File: config.mk
export PLATFORM = sky130hd
export DESIGN_NAME = pc_gen_flat
export DESIGN_NICKNAME = d
export VERILOG_FILES = /design/src/rtl/pc_gen_pkg.sv /design/src/rtl/pc_gen_if.sv /design/src/rtl/pc_target_mux.sv /design/src/rtl/pc_gen.sv /design/src/flat_wrapper.sv
export SDC_FILE = /design/constraint.sdc
export NUM_CORES = 1
export LEC_CHECK = 0
export BUFFER_PORTS_ARGS = -buffer_cell sky130_fd_sc_hd__buf_2
export CORE_MARGIN = 2
export CORE_UTILIZATION = 35
export CTS_BUF_LIST = sky130_fd_sc_hd__clkbuf_8
export CTS_CLUSTER_SIZE = 30
export DETAILED_ROUTE_END_ITERATION = 8
export GPL_TIMING_DRIVEN = 1
export MAX_ROUTING_LAYER = met4
export PLACE_DENSITY = 0.69
export SETUP_SLACK_MARGIN = 0.05
export SLEW_MARGIN = 5
export SYNTH_ARGS = -nofsm -noshare
export SYNTH_HDL_FRONTEND = slang
export SYNTH_SLANG_ARGS = --single-unit
File: constraint.sdc
create_clock -name clk -period 5.2 [get_ports clk]
set_input_delay 1.04 -clock clk [delete_from_list [all_inputs] [get_ports clk]]
set_output_delay 1.04 -clock clk [all_outputs]
set_load 0.05 [all_outputs]
File: src/rtl/pc_gen_pkg.sv
// Shared encodings and default vectors for the fetch PC generator.
package pc_gen_pkg;

    localparam logic [1:0] SEL_NONE = 2'b00;
    localparam logic [1:0] SEL_BR   = 2'b01;
    localparam logic [1:0] SEL_JMP  = 2'b10;
    localparam logic [1:0] SEL_EXC  = 2'b11;

    typedef enum logic [1:0] {
        BOOT   = 2'd0,
        RUN    = 2'd1,
        HALTED = 2'd2
    } pc_state_e;

    localparam logic [31:0] DEF_RESET_VEC = 32'hBFC0_0000;
    localparam logic [31:0] DEF_EXC_VEC   = 32'hBFC0_0380;

endpackage

File: src/rtl/pc_gen_if.sv
// Fetch-side bundle: redirect inputs from branch/jump resolution and the
// fetch request towards instruction memory.
interface pc_gen_if #(
    parameter int ADDR_W = 32
);
    logic              fetch_ready;
    logic [1:0]        redir_sel;
    logic [ADDR_W-1:0] branch_tgt;
    logic [ADDR_W-1:0] jump_tgt;
    logic              halt;
    logic [ADDR_W-1:0] pc_o;
    logic              pc_valid_o;
    logic              flush_o;
    logic              misalign_o;
    logic [ADDR_W-1:0] badaddr_o;

    // PC generator side
    modport master (
        input  fetch_ready, redir_sel, branch_tgt, jump_tgt, halt,
        output pc_o, pc_valid_o, flush_o, misalign_o, badaddr_o
    );

    // Fetch / resolution logic side
    modport slave (
        output fetch_ready, redir_sel, branch_tgt, jump_tgt, halt,
        input  pc_o, pc_valid_o, flush_o, misalign_o, badaddr_o
    );
endinterface

File: src/rtl/pc_target_mux.sv
// Redirect target select with alignment trap. A misaligned branch/jump
// target is replaced by the exception vector; the raw target is still
// exported so the caller can capture the bad address.
module pc_target_mux
    import pc_gen_pkg::*;
#(
    parameter int                ADDR_W     = 32,
    parameter logic [ADDR_W-1:0] EXC_VEC    = DEF_EXC_VEC[ADDR_W-1:0],
    parameter int                ALIGN_BITS = 2
) (
    input  logic [1:0]        i_redir_sel,
    input  logic [ADDR_W-1:0] i_branch_tgt,
    input  logic [ADDR_W-1:0] i_jump_tgt,
    output logic              o_redir,
    output logic [ADDR_W-1:0] o_tgt,
    output logic              o_misalign,
    output logic [ADDR_W-1:0] o_raw_tgt
);

    localparam logic [ADDR_W-1:0] ALIGN_MASK = ADDR_W'((64'd1 << ALIGN_BITS) - 64'd1);

    logic [ADDR_W-1:0] w_sel_tgt;
    logic              w_is_flow;

    // Pick the candidate and flag low-bit misalignment on branch/jump only
    always_comb begin
        w_sel_tgt  = (i_redir_sel == SEL_JMP) ? i_jump_tgt : i_branch_tgt;
        w_is_flow  = (i_redir_sel == SEL_BR) || (i_redir_sel == SEL_JMP);
        o_redir    = (i_redir_sel != SEL_NONE);
        o_misalign = w_is_flow && ((w_sel_tgt & ALIGN_MASK) != '0);
        o_tgt      = (o_misalign || (i_redir_sel == SEL_EXC)) ? EXC_VEC : w_sel_tgt;
        o_raw_tgt  = w_sel_tgt;
    end

endmodule

File: src/rtl/pc_gen.sv
// Architectural fetch PC generator.
//
//   state  | meaning
//   BOOT   | just out of reset, pc=RESET_VEC, no fetch issued, redirects ignored
//   RUN    | issuing pc_o; redirect > halt > fetch_ready advance > hold
//   HALTED | no fetch issued, pc held; redirect or halt=0 resumes RUN
module pc_gen
    import pc_gen_pkg::*;
#(
    parameter int                ADDR_W     = 32,
    parameter logic [ADDR_W-1:0] RESET_VEC  = DEF_RESET_VEC[ADDR_W-1:0],
    parameter logic [ADDR_W-1:0] EXC_VEC    = DEF_EXC_VEC[ADDR_W-1:0],
    parameter int                INC        = 4,
    parameter int                ALIGN_BITS = 2
) (
    input logic      clk,
    input logic      rst_n,
    pc_gen_if.master io_fetch
);

    pc_state_e         r_state;
    pc_state_e         w_state_nxt;
    logic [ADDR_W-1:0] r_pc;
    logic [ADDR_W-1:0] w_pc_nxt;
    logic              r_valid;
    logic              w_valid_nxt;
    logic              r_flush;
    logic              w_flush_nxt;
    logic              r_misalign;
    logic              w_misalign_nxt;
    logic [ADDR_W-1:0] r_badaddr;
    logic [ADDR_W-1:0] w_badaddr_nxt;

    logic              w_redir;
    logic [ADDR_W-1:0] w_tgt;
    logic              w_tgt_misalign;
    logic [ADDR_W-1:0] w_raw_tgt;

    pc_target_mux #(
        .ADDR_W     (ADDR_W),
        .EXC_VEC    (EXC_VEC),
        .ALIGN_BITS (ALIGN_BITS)
    ) u_mux (
        .i_redir_sel  (io_fetch.redir_sel),
        .i_branch_tgt (io_fetch.branch_tgt),
        .i_jump_tgt   (io_fetch.jump_tgt),
        .o_redir      (w_redir),
        .o_tgt        (w_tgt),
        .o_misalign   (w_tgt_misalign),
        .o_raw_tgt    (w_raw_tgt)
    );

    // State register
    always_ff @(posedge clk or negedge rst_n) begin
        if (!rst_n) begin
            r_state <= BOOT;
        end else begin
            r_state <= w_state_nxt;
        end
    end

    // PC and status flag registers
    always_ff @(posedge clk or negedge rst_n) begin
        if (!rst_n) begin
            r_pc       <= RESET_VEC;
            r_valid    <= 1'b0;
            r_flush    <= 1'b0;
            r_misalign <= 1'b0;
            r_badaddr  <= '0;
        end else begin
            r_pc       <= w_pc_nxt;
            r_valid    <= w_valid_nxt;
            r_flush    <= w_flush_nxt;
            r_misalign <= w_misalign_nxt;
            r_badaddr  <= w_badaddr_nxt;
        end
    end

    // Next state and next PC; redirect beats halt beats sequential advance
    always_comb begin
        w_state_nxt    = r_state;
        w_pc_nxt       = r_pc;
        w_flush_nxt    = 1'b0;
        w_misalign_nxt = 1'b0;
        w_badaddr_nxt  = r_badaddr;
        unique case (r_state)
            BOOT: begin
                w_state_nxt = RUN;
            end
            RUN, HALTED: begin
                if (w_redir) begin
                    w_state_nxt    = RUN;
                    w_pc_nxt       = w_tgt;
                    w_flush_nxt    = 1'b1;
                    w_misalign_nxt = w_tgt_misalign;
                    if (w_tgt_misalign) begin
                        w_badaddr_nxt = w_raw_tgt;
                    end
                end else if (r_state == RUN) begin
                    if (io_fetch.halt) begin
                        w_state_nxt = HALTED;
                    end else if (io_fetch.fetch_ready) begin
                        w_pc_nxt = r_pc + ADDR_W'(INC);
                    end
                end else if (!io_fetch.halt) begin
                    w_state_nxt = RUN;
                end
            end
            default: begin
                w_state_nxt = BOOT;
            end
        endcase
        w_valid_nxt = (w_state_nxt == RUN);
    end

    assign io_fetch.pc_o       = r_pc;
    assign io_fetch.pc_valid_o = r_valid;
    assign io_fetch.flush_o    = r_flush;
    assign io_fetch.misalign_o = r_misalign;
    assign io_fetch.badaddr_o  = r_badaddr;

endmodule

File: src/flat_wrapper.sv
// flat-port wrapper written by rule: the top's interface ports become plain ports
module pc_gen_flat import pc_gen_pkg::*;
#(
    parameter int                ADDR_W     = 32,
    parameter logic [ADDR_W-1:0] RESET_VEC  = DEF_RESET_VEC[ADDR_W-1:0],
    parameter logic [ADDR_W-1:0] EXC_VEC    = DEF_EXC_VEC[ADDR_W-1:0],
    parameter int                INC        = 4,
    parameter int                ALIGN_BITS = 2
)
  (clk, rst_n, io_fetch_fetch_ready, io_fetch_redir_sel, io_fetch_branch_tgt, io_fetch_jump_tgt, io_fetch_halt, io_fetch_pc_o, io_fetch_pc_valid_o, io_fetch_flush_o, io_fetch_misalign_o, io_fetch_badaddr_o);
  pc_gen_if #(.ADDR_W(ADDR_W)) io_fetch_i ();
  input logic clk;
  input logic rst_n;
  input wire logic [$bits(io_fetch_i.fetch_ready)-1:0] io_fetch_fetch_ready;
  input wire logic [$bits(io_fetch_i.redir_sel)-1:0] io_fetch_redir_sel;
  input wire logic [$bits(io_fetch_i.branch_tgt)-1:0] io_fetch_branch_tgt;
  input wire logic [$bits(io_fetch_i.jump_tgt)-1:0] io_fetch_jump_tgt;
  input wire logic [$bits(io_fetch_i.halt)-1:0] io_fetch_halt;
  output wire logic [$bits(io_fetch_i.pc_o)-1:0] io_fetch_pc_o;
  output wire logic [$bits(io_fetch_i.pc_valid_o)-1:0] io_fetch_pc_valid_o;
  output wire logic [$bits(io_fetch_i.flush_o)-1:0] io_fetch_flush_o;
  output wire logic [$bits(io_fetch_i.misalign_o)-1:0] io_fetch_misalign_o;
  output wire logic [$bits(io_fetch_i.badaddr_o)-1:0] io_fetch_badaddr_o;
  assign io_fetch_i.fetch_ready = io_fetch_fetch_ready;
  assign io_fetch_i.redir_sel = io_fetch_redir_sel;
  assign io_fetch_i.branch_tgt = io_fetch_branch_tgt;
  assign io_fetch_i.jump_tgt = io_fetch_jump_tgt;
  assign io_fetch_i.halt = io_fetch_halt;
  assign io_fetch_pc_o = io_fetch_i.pc_o;
  assign io_fetch_pc_valid_o = io_fetch_i.pc_valid_o;
  assign io_fetch_flush_o = io_fetch_i.flush_o;
  assign io_fetch_misalign_o = io_fetch_i.misalign_o;
  assign io_fetch_badaddr_o = io_fetch_i.badaddr_o;
  pc_gen #(.ADDR_W(ADDR_W), .RESET_VEC(RESET_VEC), .EXC_VEC(EXC_VEC), .INC(INC), .ALIGN_BITS(ALIGN_BITS)) u_core (.clk(clk), .rst_n(rst_n), .io_fetch(io_fetch_i));
endmodule
==> flow_summary.ini, run 1 <==
[timing]
post-route-period-util_pct = 66.8
worst_slew_pin_slew_ns = 0.992
slew_headroom_pct = 33.2
fin_skew_ns = 0.0112
grt_setup_unrepaired = no
period_minus_slack_ns = 3.47
final_hold_viol_count = 0
setup_viol = 0
fmax_mhz = 288
setup_tns_ns = 0
finalMaxSlewViolations = 0

[global_route]
grt_max_degree = 70
grt_usage_pct = 20.7
grt_pass1_wl_um = 18200
grt_pass1_vias = 3600
antenna_found_initial = 0
grt_overflow = 0

[yosys]
syn_inst = 405
synth_seq_cells = 69
synth_area_um2 = 3830
synthArstFlopShare_pct = 100
synth_flop_cell = dfrtp_1
ys_seq_area_share_pct = 45.4
synth-warning-count = 0
syn_area_per_cell_um2 = 9.46
synth.distinct_cells = 59
synth_nets = 482
synth_enable_flop_cells = 0

[detailed_routing]
drt.antenna.violating_nets = 0
drtIter0Drc = 217
first_pass_iters = 4
route.detailed.drc = 0
vias_per_cell = 5.36
routedWlPerCell_um = 16.9
routed_wirelength_um = 11600
vias = 3663

[cts]
htreeDepth = 3
cts-root-buf = clkbuf_8
path_clk_slew_ns = 0.07
hold_buffers = 0
post-cts-setup-buffer-count = 0
clock-sinks = 69
numCtsBuffers = 9
cts.path.max_buffers = 2
cts_tree = done
worstSkewPairLatency_ns = 0.35
cts.repair.resized = 0

[job]
drv_cap = 0

[final_layout]
drive_gt1_share_pct = 34.4
finalInstanceArea_um2 = 4830
final_nets = 615
diodes = 0
layout_commonest_cell = buf_2
area_growth_syn_to_layout_pct = 26.2
mostFrequentLayoutCells = 135 x buf_2, 65 x nand2_1, 60 x dfrtp_1

[floorplanning]
boundaryPins = 137
die_height_um = 109
rows = 38
die-area_um2 = 11800
core_um2 = 10700
dieWidth_um = 109
start_util_pct = 35.6

[critical_path]
end_kind = register
crit_fanout = 33
start_kind = primary input
crit_type = primary input to register
r2r_slack_ns = 2.07
cp.arrival_ns = 3.68
worstPathRequired_ns = 5.41

[placed_design]
port_buffers = 136
gp_congestion = 0.934
dpl_cell_area_um2 = 4650
hpwlAfterDp_um = 8540

[min_path]
hold_class = register to register

[power_and_ir_drop]
p_leak_nw = 2.31
vdd_drop_max_mv = 0.262
p_per_area_nw_per_um2 = 679

[status]
status = completed
through the flow:
| stage | power (mW) | hold slack, ns | worst slack, ns | util [%] | cells |
|---|---|---|---|---|---|
| CTS | 3.30 | 0.484 | 1.73 | 45.0 | 683 |
| detailed placement | 2.88 | 0.468 | 1.35 | 43.3 | 667 |
| floorplan | 2.38 | 0.556 | 2.50 | - | 405 |
| finish | 3.28 | 0.476 | 1.73 | 45.0 | 683 |
| global placement | 2.86 | 0.457 | 1.52 | 43.3 | 667 |
| global route | 3.48 | 0.497 | 1.49 | 45.0 | 683 |
synthesized netlist by cell type, drive strengths merged (3+ instances only):
library cell  number  area, um^2
nand2             65         244
dfrtp             60        1500
o21ai             42         210
mux2i             31         310
nor2              20        82.6
a21oi             18        90.1
nand3             18        95.1
clkbuf            14        52.6
dfstp              9         236
mux2               9         101
nor3               9        45.0
inv                8        30.0
nand4              8        50.1
buf                7        38.8
ha                 7        87.6
and3               6        41.3
a211o              5        45.0
a22o               5        45.0
o211ai             5        37.5
o22ai              5        31.3
a21o               4        30.0
a221oi             4        35.0
a31oi              4        25.0
nor4               4        55.1
o21a               4        30.0
or3                4        25.0
o32a               3        30.0
or4                3        26.3
layer usage:
| layer | wire (um) | up-vias | global-route usage [%] |
|---|---|---|---|
| met3 | 800 | 15 | 4.82 |
| met4 | 185 | 0 | 7.23 |
| met2 | 5720 | 115 | 32.9 |
| met5 | 0 | - | - |
| li1 | - | 1765 | - |
| met1 | 4870 | 1768 | 25.8 |
worst paths after layout:
| kind | from | end | depth (start not counted) |
|---|---|---|---|
| min reg2reg | u_core.io_fetch.badaddr_o[25] | u_core.io_fetch.badaddr_o[25] | 2 |
| max reg2reg | u_core.r_state[0] | u_core.io_fetch.badaddr_o[14] | 8 |
| max | io_fetch_redir_sel[0] | u_core.io_fetch.badaddr_o[14] | 11 |
| min in group asynchronous | rst_n | u_core.io_fetch.badaddr_o[2] | 1 |
| max in group asynchronous | rst_n | u_core.io_fetch.badaddr_o[21] | 1 |
| min | u_core.io_fetch.badaddr_o[25] | u_core.io_fetch.badaddr_o[25] | 2 |
worst max-delay path, cell delays in order:
cell	delay, ns
buf_2	0.09
inv_1	0.05
ha_1	0.21
clkinv_1	0.05
buf_4	0.21
nand2_1	0.32
clkinv_1	0.30
nand4_1	0.69
buf_4	0.50
nand2_1	0.09
o21ai_0	0.08
power breakdown:
group | leakage (nW) | internal [mW] | switching [mW]
sequential | 0.836 | 0.811 | 0.234
combinational | 1.37 | 0.440 | 1.39
clock | 0.106 | 0.207 | 0.205
sequential cells by signal, summed over array words and instances, names as in the netlist:
signal and flops:
u_core.io_fetch.misalign_o 1, u_core.io_fetch.flush_o 1, u_core.io_fetch.badaddr_o 32, u_core.io_fetch.pc_valid_o 1
u_core.r_state 2, u_core.io_fetch.pc_o 32
cells by family (layout without fill, tap and decap cells):
kind of cell	after synthesis	in the layout	synth area share, %
fa+ha+maj	8	8	2.55
mux	40	40	10.7
buf+inv	31	169	3.37
simple gates	147	147	19.5
compound gates	110	110	18.5
flops	69	69	45.4
layout make-up:
cell class,instances,area (um^2)
Tap cell,140,175
Multi-Input combinational cell,305,1970
Clock inverter,4,16.3
Fill cell,1110,5910
Inverter,10,37.5
Sequential cell,69,1740
Clock buffer,12,165
Timing Repair Buffer,143,736
(Power assumes the default switching activity.)
==> run 2, diff against run 1 <==
--- a/config.mk
+++ b/config.mk
@@ -5,6 +5,7 @@
 export SDC_FILE = /design/constraint.sdc
 export NUM_CORES = 1
 export LEC_CHECK = 0
+export ABC_AREA = 1
 export BUFFER_PORTS_ARGS = -buffer_cell sky130_fd_sc_hd__buf_2
 export CORE_MARGIN = 2
 export CORE_UTILIZATION = 35
@@ -13,7 +14,7 @@
 export DETAILED_ROUTE_END_ITERATION = 8
 export GPL_TIMING_DRIVEN = 1
 export MAX_ROUTING_LAYER = met4
-export PLACE_DENSITY = 0.69
+export PLACE_DENSITY = 0.68
 export SETUP_SLACK_MARGIN = 0.05
 export SLEW_MARGIN = 5
 export SYNTH_ARGS = -nofsm -noshare
==> constraint.sdc (replaced) <==
create_clock -name clk -period 3.4 [get_ports clk]
set_input_delay 0.68 -clock clk [delete_from_list [all_inputs] [get_ports clk]]
set_output_delay 0.68 -clock clk [all_outputs]
set_load 0.05 [all_outputs]
==> flow_summary.ini, run 2 <==
[global_route]
grt_usage_pct = 20.8
grt_overflow = 0
grt_pass1_vias = 4301
grt_max_degree = 39
antenna_found_initial = 0
grt_pass1_wl_um = 20800

[cts]
htreeDepth = 3
cts_tree = done
post-cts-setup-buffer-count = 0
worstSkewPairLatency_ns = 0.37
cts.path.max_buffers = 2
clock-sinks = 69
cts-root-buf = clkbuf_8
numCtsBuffers = 9
hold_buffers = 0
path_clk_slew_ns = 0.09
cts.repair.resized = 0

[final_layout]
drive_gt1_share_pct = 23.5
layout_commonest_cell = nand2_1
final_util_pct = 44.4
final_nets = 847
mostFrequentLayoutCells = 289 x nand2_1, 136 x buf_2, 60 x dfrtp_1
diodes = 0
area_growth_syn_to_layout_pct = 24.7
fillers = 1249

[power_and_ir_drop]
internal-power_mw = 2.32
p_seq_share_pct = 30.6
swShare_pct = 54.8
p_leak_nw = 2.87
p_per_area_nw_per_um2 = 966
p_comb_share_pct = 53.7
p_sw_mw = 2.81
power_mw = 5.13
clkPwrFrac_pct = 15.7
vdd_drop_max_mv = 0.492

[yosys]
synth_enable_flop_cells = 0
syn_area_per_cell_um2 = 6.67
syn_inst = 638
synth_seq_cells = 69
synth_top_cell_by_area = dfrtp_1
synth.most_common_cell = nand2_1
synth_area_um2 = 4260
ys_top_cells_by_count = 289 x nand2_1, 60 x dfrtp_1, 55 x nor2_1
synth_flop_cell = dfrtp_1
synth.distinct_cells = 26
synthArstFlopShare_pct = 100
ys_seq_area_share_pct = 40.8
yosysTopAreaCellShare_pct = 35.3
synth_nets = 715
ys_top_cells_by_area = dfrtp_1 35%, nand2_1 25%, dfstp_2 5.6%
synth-warning-count = 0

[critical_path]
crit_type = register to register
crit_fanout = 16
worstPathRequired_ns = 3.62
critPathLaunch = u_core.r_state[0]
cpMostUsedCell = inv_1
start_kind = register
cp_cell_sequence = inv_1 > ha_1 > nand4_1 > nand2_1 > inv_1 > o21ai_0 > a22oi_1
reg2reg_from = u_core.r_state[0]
end_kind = register
cp.arrival_ns = 2.74
cpPeakStageDelay_ns = 0.51
crit_slowest_cell = nand2_1

[detailed_routing]
routed_wirelength_um = 12600
vias_per_cell = 4.78
route.detailed.drc = 0
routedWlPerCell_um = 13.6
first_pass_iters = 4
drt.antenna.violating_nets = 0
drtIter0Drc = 288
vias = 4411

[placed_design]
gp_congestion = 0.864
port_buffers = 136
hpwlAfterDp_um = 9500

[floorplanning]
start_util_pct = 35.6
core_um2 = 12000
rows = 40
die-area_um2 = 13100
die_height_um = 114
boundaryPins = 137
dieWidth_um = 114

[timing]
setup_tns_ns = 0
setup_viol = 0
fin_skew_ns = 0.0112
slew_headroom_pct = 42.9
whs_ns = 0.421
finalMaxSlewViolations = 0
fmax_mhz = 397
worst_slew_pin_slew_ns = 0.857
grt_setup_unrepaired = no
period_minus_slack_ns = 2.52
final_hold_viol_count = 0
post-route-period-util_pct = 74.1

[status]
status = completed

[job]
drv_cap = 0

[min_path]
hold_class = primary input to asynchronous set/reset pin
[run 2: path summary, 6_finish.rpt]
kind	endpoint	slack (ns)	cells past startpoint
setup / recovery	u_core.io_fetch.pc_o[5]	0.88	7
hold / removal	u_core.io_fetch.badaddr_o[5]	0.42	1
setup reg to reg	u_core.io_fetch.pc_o[5]	0.88	7
hold reg to reg	u_core.io_fetch.badaddr_o[26]	0.49	1
max in group asynchronous	u_core.io_fetch.pc_o[23]	2.17	2
min in group clk	u_core.io_fetch.badaddr_o[26]	0.49	1
[run 2: final cells by class]
class,count,area [um^2],area share [%]
Clock buffer,11,151,2.85
Clock inverter,5,81.3,1.53
Inverter,48,180,3.39
Multi-Input combinational cell,495,2210,41.6
Sequential cell,69,1740,32.7
Tap cell,147,184,3.46
Timing Repair Buffer,147,763,14.4
[run 2: critical path: cells and delay by family, from the launching register on]
kind	cells	cell delay [ns]
flip-flops	1	0.39
AND/OR/NAND/NOR	2	0.78
adder cells (fa/ha/maj)	1	0.35
buffers and inverters	2	0.49
AO/OA/AOI/OAI	2	0.37
[run 2: logic make-up after synthesis]
logic type,synth area share (%)
flops,40.8
buf+inv,7.26
compound gates,10.1
mux,1.88
simple gates,37.8
fa+ha+maj,2.06
[run 2: layer usage]
metal	vias to the layer above	GRT usage (%)	routed length [um]	share of wire, %
li1	2270	-	-	-
met1	2004	26.4	5830	46
met2	122	34.2	5900	47
met3	15	3.23	602	4.8
met4	0	6.75	233	1.9
met5	-	-	0	0
[run 2: power groups by stage]
stage                     Sequential (mW)  Clock [mW]  Combinational, mW
after global placement               1.58           0               2.74
after detailed placement             1.59           0               2.77
after CTS                            1.57       0.818               2.77
after global routing                 1.64       0.848               2.99
final                                1.57       0.805               2.75
after floorplan                      2.78           0              0.851
[run 2: through the flow]
| stage | area [um^2] | instances | setup WS [ns] |
|---|---|---|---|
| 2_1_floorplan | 4260 | 638 | 1.45 |
| 3_3_place_gp | 5080 | 906 | 0.692 |
| 3_5_place_dp | 5080 | 906 | 0.610 |
| 4_1_cts | 5310 | 922 | 0.886 |
| 5_1_grt | 5310 | 922 | 0.713 |
| 6_report | 5310 | 922 | 0.882 |
==> run 3, diff against run 2 <==
--- a/config.mk
+++ b/config.mk
@@ -5,7 +5,7 @@
 export SDC_FILE = /design/constraint.sdc
 export NUM_CORES = 1
 export LEC_CHECK = 0
-export ABC_AREA = 1
+export ABC_AREA = 0
 export BUFFER_PORTS_ARGS = -buffer_cell sky130_fd_sc_hd__buf_2
 export CORE_MARGIN = 2
 export CORE_UTILIZATION = 35
@@ -14,7 +14,7 @@
 export DETAILED_ROUTE_END_ITERATION = 8
 export GPL_TIMING_DRIVEN = 1
 export MAX_ROUTING_LAYER = met4
-export PLACE_DENSITY = 0.68
+export PLACE_DENSITY = 0.69
 export SETUP_SLACK_MARGIN = 0.05
 export SLEW_MARGIN = 5
 export SYNTH_ARGS = -nofsm -noshare
==> constraint.sdc (replaced) <==
create_clock -name clk -period 2.46 [get_ports clk]
set_input_delay 0.492 -clock clk [delete_from_list [all_inputs] [get_ports clk]]
set_output_delay 0.492 -clock clk [all_outputs]
set_load 0.05 [all_outputs]
==> flow_summary.ini, run 3 (synthesis results as in run 1) <==
[final_layout]
diodes = 0
finalInstanceArea_um2 = 5010
stdcell_count = 700
layout_commonest_cell = buf_2
drive_gt1_share_pct = 36.3
final_nets = 632
fillers = 1083
area_growth_syn_to_layout_pct = 30.9
mostFrequentLayoutCells = 135 x buf_2, 65 x nand2_1, 60 x dfrtp_1

[timing]
slew_headroom_pct = 39.2
grt_setup_unrepaired = no
worst_slew_pin_slew_ns = 0.912
final_hold_viol_count = 0
setup_tns_ns = 0
period_minus_slack_ns = 2.23
fin_skew_ns = 0.0139
post-route-period-util_pct = 90.5
setup_viol = 0
fmax_mhz = 449
finalMaxSlewViolations = 0
fin_ws_ns = 0.234

[critical_path]
cpPeakStageDelay_ns = 0.52
worstPathRequired_ns = 2.75
crit_type = register to register
cp.arrival_ns = 2.52
cp_cell_sequence = ha_1 > and3b_1 > o21ai_0 > buf_4 > nor2_1 > a211o_1 > and3_1
crit_slowest_cell = o21ai_0
end_kind = register
start_kind = register
crit_fanout = 6

[cts]
cts.path.max_buffers = 2
htreeDepth = 3
hold_buffers = 0
post-cts-setup-buffer-count = 0
numCtsBuffers = 9
cts-root-buf = clkbuf_8
clock-sinks = 69
cts.repair.resized = 0
worstSkewPairLatency_ns = 0.36
cts_tree = done
path_clk_slew_ns = 0.07

[power_and_ir_drop]
power_mw = 7.15
p_per_area_nw_per_um2 = 1430
p_leak_nw = 2.42
vdd_drop_max_mv = 0.554

[global_route]
antenna_found_initial = 0
grt_pass1_wl_um = 18200
grt_overflow = 0
grt_max_degree = 70
grt_pass1_vias = 3661
grt_usage_pct = 20.7

[floorplanning]
die-area_um2 = 11800
core_um2 = 10700
dieWidth_um = 109
die_height_um = 109
start_util_pct = 35.6
rows = 38
boundaryPins = 137

[detailed_routing]
routed_wirelength_um = 11700
vias = 3712
vias_per_cell = 5.30
route.detailed.drc = 0
drt.antenna.violating_nets = 0
drtIter0Drc = 251
routedWlPerCell_um = 16.7
first_pass_iters = 4

[job]
drv_cap = 0

[placed_design]
port_buffers = 136
gp_congestion = 0.912
dp.cells = 684
place_ws_ns = 0.0776
hpwlAfterDp_um = 8870
dpl_cell_area_um2 = 4820

[min_path]
hold_class = primary input to asynchronous set/reset pin

[status]
status = completed
==> run 3: cell count changes in the layout (fill, tap and decap cells not counted), moves of 5 or more <==
cell | previous run | this run
inv_1 | 46 | 12
o21ai_0 | 46 | 41
mux2_2 | 0 | 9
buf_4 | 11 | 22
nand3_1 | 39 | 17
nor2_1 | 55 | 19
nor3_1 | 0 | 9
mux2i_1 | 8 | 31
o21a_1 | 9 | 4
nand2_1 | 289 | 65
==> run 3: report_power, final <==
part,total [mW],internal [mW],switching (mW)
registers,2.20,1.71,0.490
clock network,0.941,0.510,0.431
logic,4.00,1.05,2.96
total,7.15,3.27,3.88
==> run 3: final timing paths <==
path,from,end,slack (ns),cells past startpoint
max,u_core.r_state[0],u_core.io_fetch.pc_o[24],0.23,7
min,rst_n,u_core.io_fetch.flush_o,0.23,1
max reg2reg,u_core.r_state[0],u_core.io_fetch.pc_o[24],0.23,7
min reg2reg,u_core.io_fetch.badaddr_o[25],u_core.io_fetch.badaddr_o[25],0.47,2
max in group asynchronous,rst_n,u_core.io_fetch.badaddr_o[6],1.59,1
min in group clk,io_fetch_branch_tgt[25],u_core.io_fetch.badaddr_o[25],0.46,3
==> run 3: stage by stage <==
step / util, % / hold slack [ns]
floorplan: - / 0.196
global placement: 44.8 / 0.458
detailed placement: 44.8 / 0.465
CTS: 46.7 / 0.297
global route: 46.7 / 0.344
finish: 46.7 / 0.233
==> run 3: area by class of cell <==
cell class / count / area [um^2] / share of cell area [%]
clock buffers: 11 / 151 / 3.02
multi-input cells: 305 / 1970 / 39.2
clock inverters: 5 / 45.0 / 0.898
repair buffers: 160 / 901 / 18.0
well taps: 140 / 175 / 3.49
inverters: 10 / 37.5 / 0.749
flip-flops and latches: 69 / 1740 / 34.7
==> run 3: layer usage <==
layer  track usage (%)  share of wire [%]  wire (um)
met4              7.23                1.3        148
met1              25.0                 43       5010
met3              3.32                5.4        638
met5                 -                  0          0
met2              35.0                 51       5920
==> run 3: worst max-delay path, delay by kind of cell, from the launching register on <==
kind | cells | cell delay [ns]
adder cells (fa/ha/maj) | 1 | 0.28
AO/OA/AOI/OAI | 2 | 0.80
flip-flops | 1 | 0.41
AND/OR/NAND/NOR | 3 | 0.43
buffers and inverters | 1 | 0.24
